==> config.mk <==
export PLATFORM = sky130hd
export DESIGN_NAME = multicycle_controller
export DESIGN_NICKNAME = d
export VERILOG_FILES = /design/src/rtl/multicycle_controller.sv
export SDC_FILE = /design/constraint.sdc
export NUM_CORES = 1
export LEC_CHECK = 0
export CORE_MARGIN = 2
export CORE_UTILIZATION = 36
export DETAILED_ROUTE_END_ITERATION = 10
export GPL_TIMING_DRIVEN = 0
export PLACE_DENSITY = 0.75
export REMOVE_ABC_BUFFERS = 1
export SYNTH_ARGS = -nofsm -noshare
export SYNTH_HDL_FRONTEND = slang
export SYNTH_SLANG_ARGS = --single-unit
==> constraint.sdc <==
create_clock -name clk -period 1.55 [get_ports clk]
set_input_delay 0.465 -clock clk [delete_from_list [all_inputs] [get_ports clk]]
set_output_delay 0.465 -clock clk [all_outputs]
set_load 0.02 [all_outputs]
==> src/rtl/multicycle_controller.sv <==
// Control FSM for the multicycle MIPS core: sequences fetch/decode/execute
// and drives every datapath mux select and write enable from the current state.
module multicycle_controller #(
  parameter bit ILLEGAL_TRAP = 1'b0
) (
  input  logic       clk,
  input  logic       reset_n,
  input  logic [5:0] Op,
  input  logic [5:0] Funct,
  input  logic       Zero,
  output logic       IorD,
  output logic       MemWrite,
  output logic       IRWrite,
  output logic       RegDst,
  output logic       MemToReg,
  output logic       RegWrite,
  output logic       AluSrcA,
  output logic [1:0] AluSrcB,
  output logic [2:0] AluCtl,
  output logic       ExtOp,
  output logic [1:0] PCSrc,
  output logic       PCEn,
  output logic       Illegal,
  output logic [3:0] State
);

  typedef enum logic [3:0] {
    FETCH  = 4'd0,  DECODE = 4'd1,  MEMADR = 4'd2,  MEMRD = 4'd3,
    MEMWB  = 4'd4,  MEMWR  = 4'd5,  EXEC   = 4'd6,  ALUWB = 4'd7,
    BRANCH = 4'd8,  IEXEC  = 4'd9,  IWB    = 4'd10, JUMP  = 4'd11,
    HALT   = 4'd12
  } state_t;

  typedef enum logic [1:0] {I_ADD, I_SLT, I_AND, I_OR} iop_t;

  localparam logic [5:0] OP_RTYPE = 6'b000000, OP_LW   = 6'b100011, OP_SW   = 6'b101011;
  localparam logic [5:0] OP_BEQ   = 6'b000100, OP_BNE  = 6'b000101, OP_J    = 6'b000010;
  localparam logic [5:0] OP_ADDI  = 6'b001000, OP_ANDI = 6'b001100, OP_ORI  = 6'b001101;
  localparam logic [5:0] OP_SLTI  = 6'b001010;

  localparam logic [2:0] ALU_ADD = 3'b010, ALU_SUB = 3'b110, ALU_AND = 3'b000;
  localparam logic [2:0] ALU_OR  = 3'b001, ALU_SLT = 3'b111;

  state_t state, nextState;
  logic   isSw, isBne;
  iop_t   iOp;

  // NOTE: sequential state uses non-blocking assignments so every flop samples pre-edge values.
  always_ff @(posedge clk or negedge reset_n) begin
    if (!reset_n) state <= FETCH;
    else          state <= nextState;
  end

  // Op may change once the instruction register reloads, so capture what later states need.
  always_ff @(posedge clk or negedge reset_n) begin
    if (!reset_n) begin
      isSw  <= 1'b0;
      isBne <= 1'b0;
      iOp   <= I_ADD;
    end else if (state == DECODE) begin
      isSw  <= (Op == OP_SW);
      isBne <= (Op == OP_BNE);
      case (Op)
        OP_SLTI: iOp <= I_SLT;
        OP_ANDI: iOp <= I_AND;
        OP_ORI:  iOp <= I_OR;
        default: iOp <= I_ADD;
      endcase
    end
  end

  always_comb begin
    nextState = FETCH;
    case (state)
      FETCH:  nextState = DECODE;
      DECODE: begin
        case (Op)
          OP_LW, OP_SW:                      nextState = MEMADR;
          OP_RTYPE:                          nextState = EXEC;
          OP_BEQ, OP_BNE:                    nextState = BRANCH;
          OP_ADDI, OP_ANDI, OP_ORI, OP_SLTI: nextState = IEXEC;
          OP_J:                              nextState = JUMP;
          default:                           nextState = ILLEGAL_TRAP ? HALT : FETCH;
        endcase
      end
      MEMADR: nextState = isSw ? MEMWR : MEMRD;
      MEMRD:  nextState = MEMWB;
      EXEC:   nextState = ALUWB;
      IEXEC:  nextState = IWB;
      HALT:   nextState = HALT;
      default: nextState = FETCH;
    endcase
  end

  always_comb begin
    // NOTE: every output gets a default first so no path through the case infers a latch.
    IorD     = 1'b0;
    MemWrite = 1'b0;
    IRWrite  = 1'b0;
    RegDst   = 1'b0;
    MemToReg = 1'b0;
    RegWrite = 1'b0;
    AluSrcA  = 1'b0;
    AluSrcB  = 2'b00;
    AluCtl   = ALU_ADD;
    ExtOp    = 1'b0;
    PCSrc    = 2'b00;
    PCEn     = 1'b0;
    Illegal  = 1'b0;
    case (state)
      FETCH: begin
        IRWrite = 1'b1;
        AluSrcB = 2'b01;
        PCEn    = 1'b1;
      end
      DECODE: begin
        AluSrcB = 2'b11;
        ExtOp   = 1'b1;
      end
      MEMADR: begin
        AluSrcA = 1'b1;
        AluSrcB = 2'b10;
        ExtOp   = 1'b1;
      end
      MEMRD: IorD = 1'b1;
      MEMWB: begin
        MemToReg = 1'b1;
        RegWrite = 1'b1;
      end
      MEMWR: begin
        IorD     = 1'b1;
        MemWrite = 1'b1;
      end
      EXEC: begin
        AluSrcA = 1'b1;
        case (Funct)
          6'b100010: AluCtl = ALU_SUB;
          6'b100100: AluCtl = ALU_AND;
          6'b100101: AluCtl = ALU_OR;
          6'b101010: AluCtl = ALU_SLT;
          default:   AluCtl = ALU_ADD;
        endcase
      end
      ALUWB: begin
        RegDst   = 1'b1;
        RegWrite = 1'b1;
      end
      BRANCH: begin
        AluSrcA = 1'b1;
        AluCtl  = ALU_SUB;
        PCSrc   = 2'b01;
        PCEn    = isBne ? ~Zero : Zero;
      end
      IEXEC: begin
        AluSrcA = 1'b1;
        AluSrcB = 2'b10;
        case (iOp)
          I_SLT: begin AluCtl = ALU_SLT; ExtOp = 1'b1; end
          I_AND: AluCtl = ALU_AND;
          I_OR:  AluCtl = ALU_OR;
          default: begin AluCtl = ALU_ADD; ExtOp = 1'b1; end
        endcase
      end
      IWB:  RegWrite = 1'b1;
      JUMP: begin
        PCSrc = 2'b10;
        PCEn  = 1'b1;
      end
      HALT: Illegal = 1'b1;
      default: ;
    endcase
    // Reset holds the FSM in FETCH; suppress its enables until reset releases.
    if (!reset_n) begin
      PCEn     = 1'b0;
      IRWrite  = 1'b0;
      MemWrite = 1'b0;
      RegWrite = 1'b0;
    end
  end

  assign State = state;

endmodule

==> impl_results.md <==
* Gate Count Post-Synth at 96
* Critical path required time at 1080 ps
* Detailed Routing Iterations Pass 1 at 4
* Top cells by area, synth: dfrtp_1 (26%), and3_1 (4.9%), nor2b_1 (4.9%), nand3_1 (4.6%), nor2_1 (3.9%)
* RePlAce Congestion at between 0.7 and 0.8
* Unrepaired setup endpoints after global routing: yes
* CTS buffer count at 3
* Seq/Total Area, Yosys at 0.262
* Worst-case clock buffer depth at 2
* Num ports at 36
* Asr flop ratio synth at 1.00
* Post-Syn Area at 763 sq um
* CTS tree: built
* Final hold violations at 0
* Die Wd at approximately 50 um
* Root Driver: clkbuf_4
* Total routed wirelength at 3430 um
* First-pass GRT wire length at 4960 um
* Die height at 50.0 um
* FP Rows at 16
* Maximum vdd drop at around 0.0010 V
* Max Cap Viol at 0
* Hold_ws at 166 ps
* Area Growth Syn to Fin at 111%
* Initial Util at 0.385
* Least-Margin Pin Slew at between 400 and 500 ps
* Vias in the first global route at 1,061
* CP Launch Type: register
* Final setup margin at -562 ps
* Die Area at 0.00250 sq mm
* Pin count of the biggest net entering global routing at 13
* FF/Latch Area at 205 sq um
* F_max at 474 MHz
* Clk_lat worst skew at roughly 270 ps
* Setup TNS at -6930 ps
* Core box area at 0.00198 sq mm
* CP arrival at 1650 ps
* Layout cell share with drive strength beyond 1 at 0.598
* Congestion Overflow GR at 0
* Final Cell Area at 0.00161 sq mm
* Main synth FF type: dfrtp_1
* Number of DRC markers in iteration 0 at 25
* Yosys top cell area share at 0.262
* Post-DP HPWL at 1600 um
* Via count at 1,084
* Post-synth EDFFs at 0
* Via density at between 5 and 6
* Clock skew at 6.66 ps
* Number of port buffers at 35
* Avg Cell Area, Syn at roughly 8 sq um
* Unique masters post-synth at 36
* # DRC at 0
* Fin crit share at 1.36
* Post-DRT Antenna Nets at 0
* Top cells by count, synth: dfrtp_1 (8), nor2_1 (8), nand3_1 (7)
* Max-slew violation count at 0
* Power Dens Cells at 1770 mW/mm^2
* Multi-input logic area at 701 sq um
* DP Area at 0.00112 sq mm
* Worst hold path type: input port to asynchronous set/reset pin
* Worst Path Max Fanout at 4
* Crit path kind: register to output pin
* Total GRT Usage at 0.260
* Failing checks: negative setup slack
* Pleak at 0.000739 uW
* Leading area contributor after synthesis: dfrtp_1
* CP Capture Type: output pin
* Status: finished, violations left
* Final net count at 181
* Final min period at 2110 ps
* Filler cells at between 100 and 150
* Total power draw at 2840 uW
* Final-report setup violation count at 27
* Sink Count at 8
* Rel. slew slack at 0.707
* DR WL/cell at about 18 um
* Synth warnings at 0
* Synth Register Bits at 8
* Clock Pin Slew Worst Setup and Hold Paths at 60 ps
* Diodes inserted at 0
* Initial antenna violation count at 0
* # H-tree levels at 1
-- area by class of cell --
type / count / share of cell area
multi-input cells: 80 / 0.435
repair buffers: 70 / 0.395
inverters: 3 / 0.00700
well taps: 27 / 0.0210
clock buffers: 3 / 0.0140
flip-flops and latches: 8 / 0.128
-- what timing repair did --
item,in CTS,in global routing
endpoints found under the hold margin,0,0
hold buffers,0,0
endpoints found under the setup margin,21,28
resized for setup,163,22
setup buffers,29,6
pin swaps,10,13
-- cells in the final DEF (no fill, tap or decap), types with 3 or more instances in the layout --
cell / count
buf_4: 26
buf_6: 25
clkdlybuf4s50_1: 7
nor2_1: 6
dlygate4sd2_1: 6
nand2_1: 5
buf_2: 5
dfrtp_2: 4
nor2b_4: 4
nand2b_1: 4
nand3_2: 4
dfrtp_1: 4
and3_4: 3
nor3_1: 3
nand3_1: 3
and3_1: 3
clkbuf_4: 3
-- through the flow --
| step | std cells | utilization | worst slack (ps) |
|---|---|---|---|
| finish | 191 | 0.812 | -562 |
| CTS | 185 | 0.734 | -512 |
| detailed placement | 153 | 0.566 | -1070 |
| global placement | 153 | 0.566 | -1060 |
| global route | 191 | 0.812 | -590 |
| floorplan | 91 | - | -632 |
-- layer usage --
metal  track usage  vias to the layer above  part of all wire
met5             0                        -                 0
met2         0.487                       45              0.52
met1         0.299                      532              0.41
met3        0.0273                       12             0.041
li1              -                      495                 -
met4        0.0880                        0             0.026
-- flip-flops by register name, indices dropped and copies added (netlist names) --
register  cells
isSw          1
isBne         1
iOp           2
State         4
-- critical path, stage by stage, from the launching register on --
cell     delay (ps)
dfrtp_2         420
or3b_4          430
nor4b_4         250
a31oi_1         110
buf_2           170
-- logic make-up (layout without fill, tap and decap cells) --
| kind of cell | after synthesis | in the layout | synth area share |
|---|---|---|---|
| xor+xnor | 3 | 3 | 0.0344 |
| compound gates | 23 | 23 | 0.218 |
| simple gates | 54 | 54 | 0.438 |
| buf+inv | 8 | 76 | 0.0475 |
| flops | 8 | 8 | 0.262 |
-- where the power goes --
group / leakage, uW / internal, uW / switching (uW)
Sequential: 0.000103 / 270 / 60.3
Combinational: 0.000623 / 1190 / 1150
Clock: 0.0000138 / 89.7 / 86.8
-- final timing paths --
path | slack [ps] | end | startpoint | cells after the start
min reg2reg | 520 | isBne$_DFFE_PN0P_ | isBne$_DFFE_PN0P_ | 1
max in group asynchronous | 1120 | State[0]$_DFF_PN0_ | reset_n | 1
max reg2reg | -130 | isSw$_DFFE_PN0P_ | State[3]$_DFF_PN0_ | 5
max | -560 | AluCtl[1] | State[3]$_DFF_PN0_ | 4
min in group clk | 520 | isBne$_DFFE_PN0P_ | isBne$_DFFE_PN0P_ | 1
min | 170 | State[2]$_DFF_PN0_ | reset_n | 1
Power figures use the tool's default switching activity.
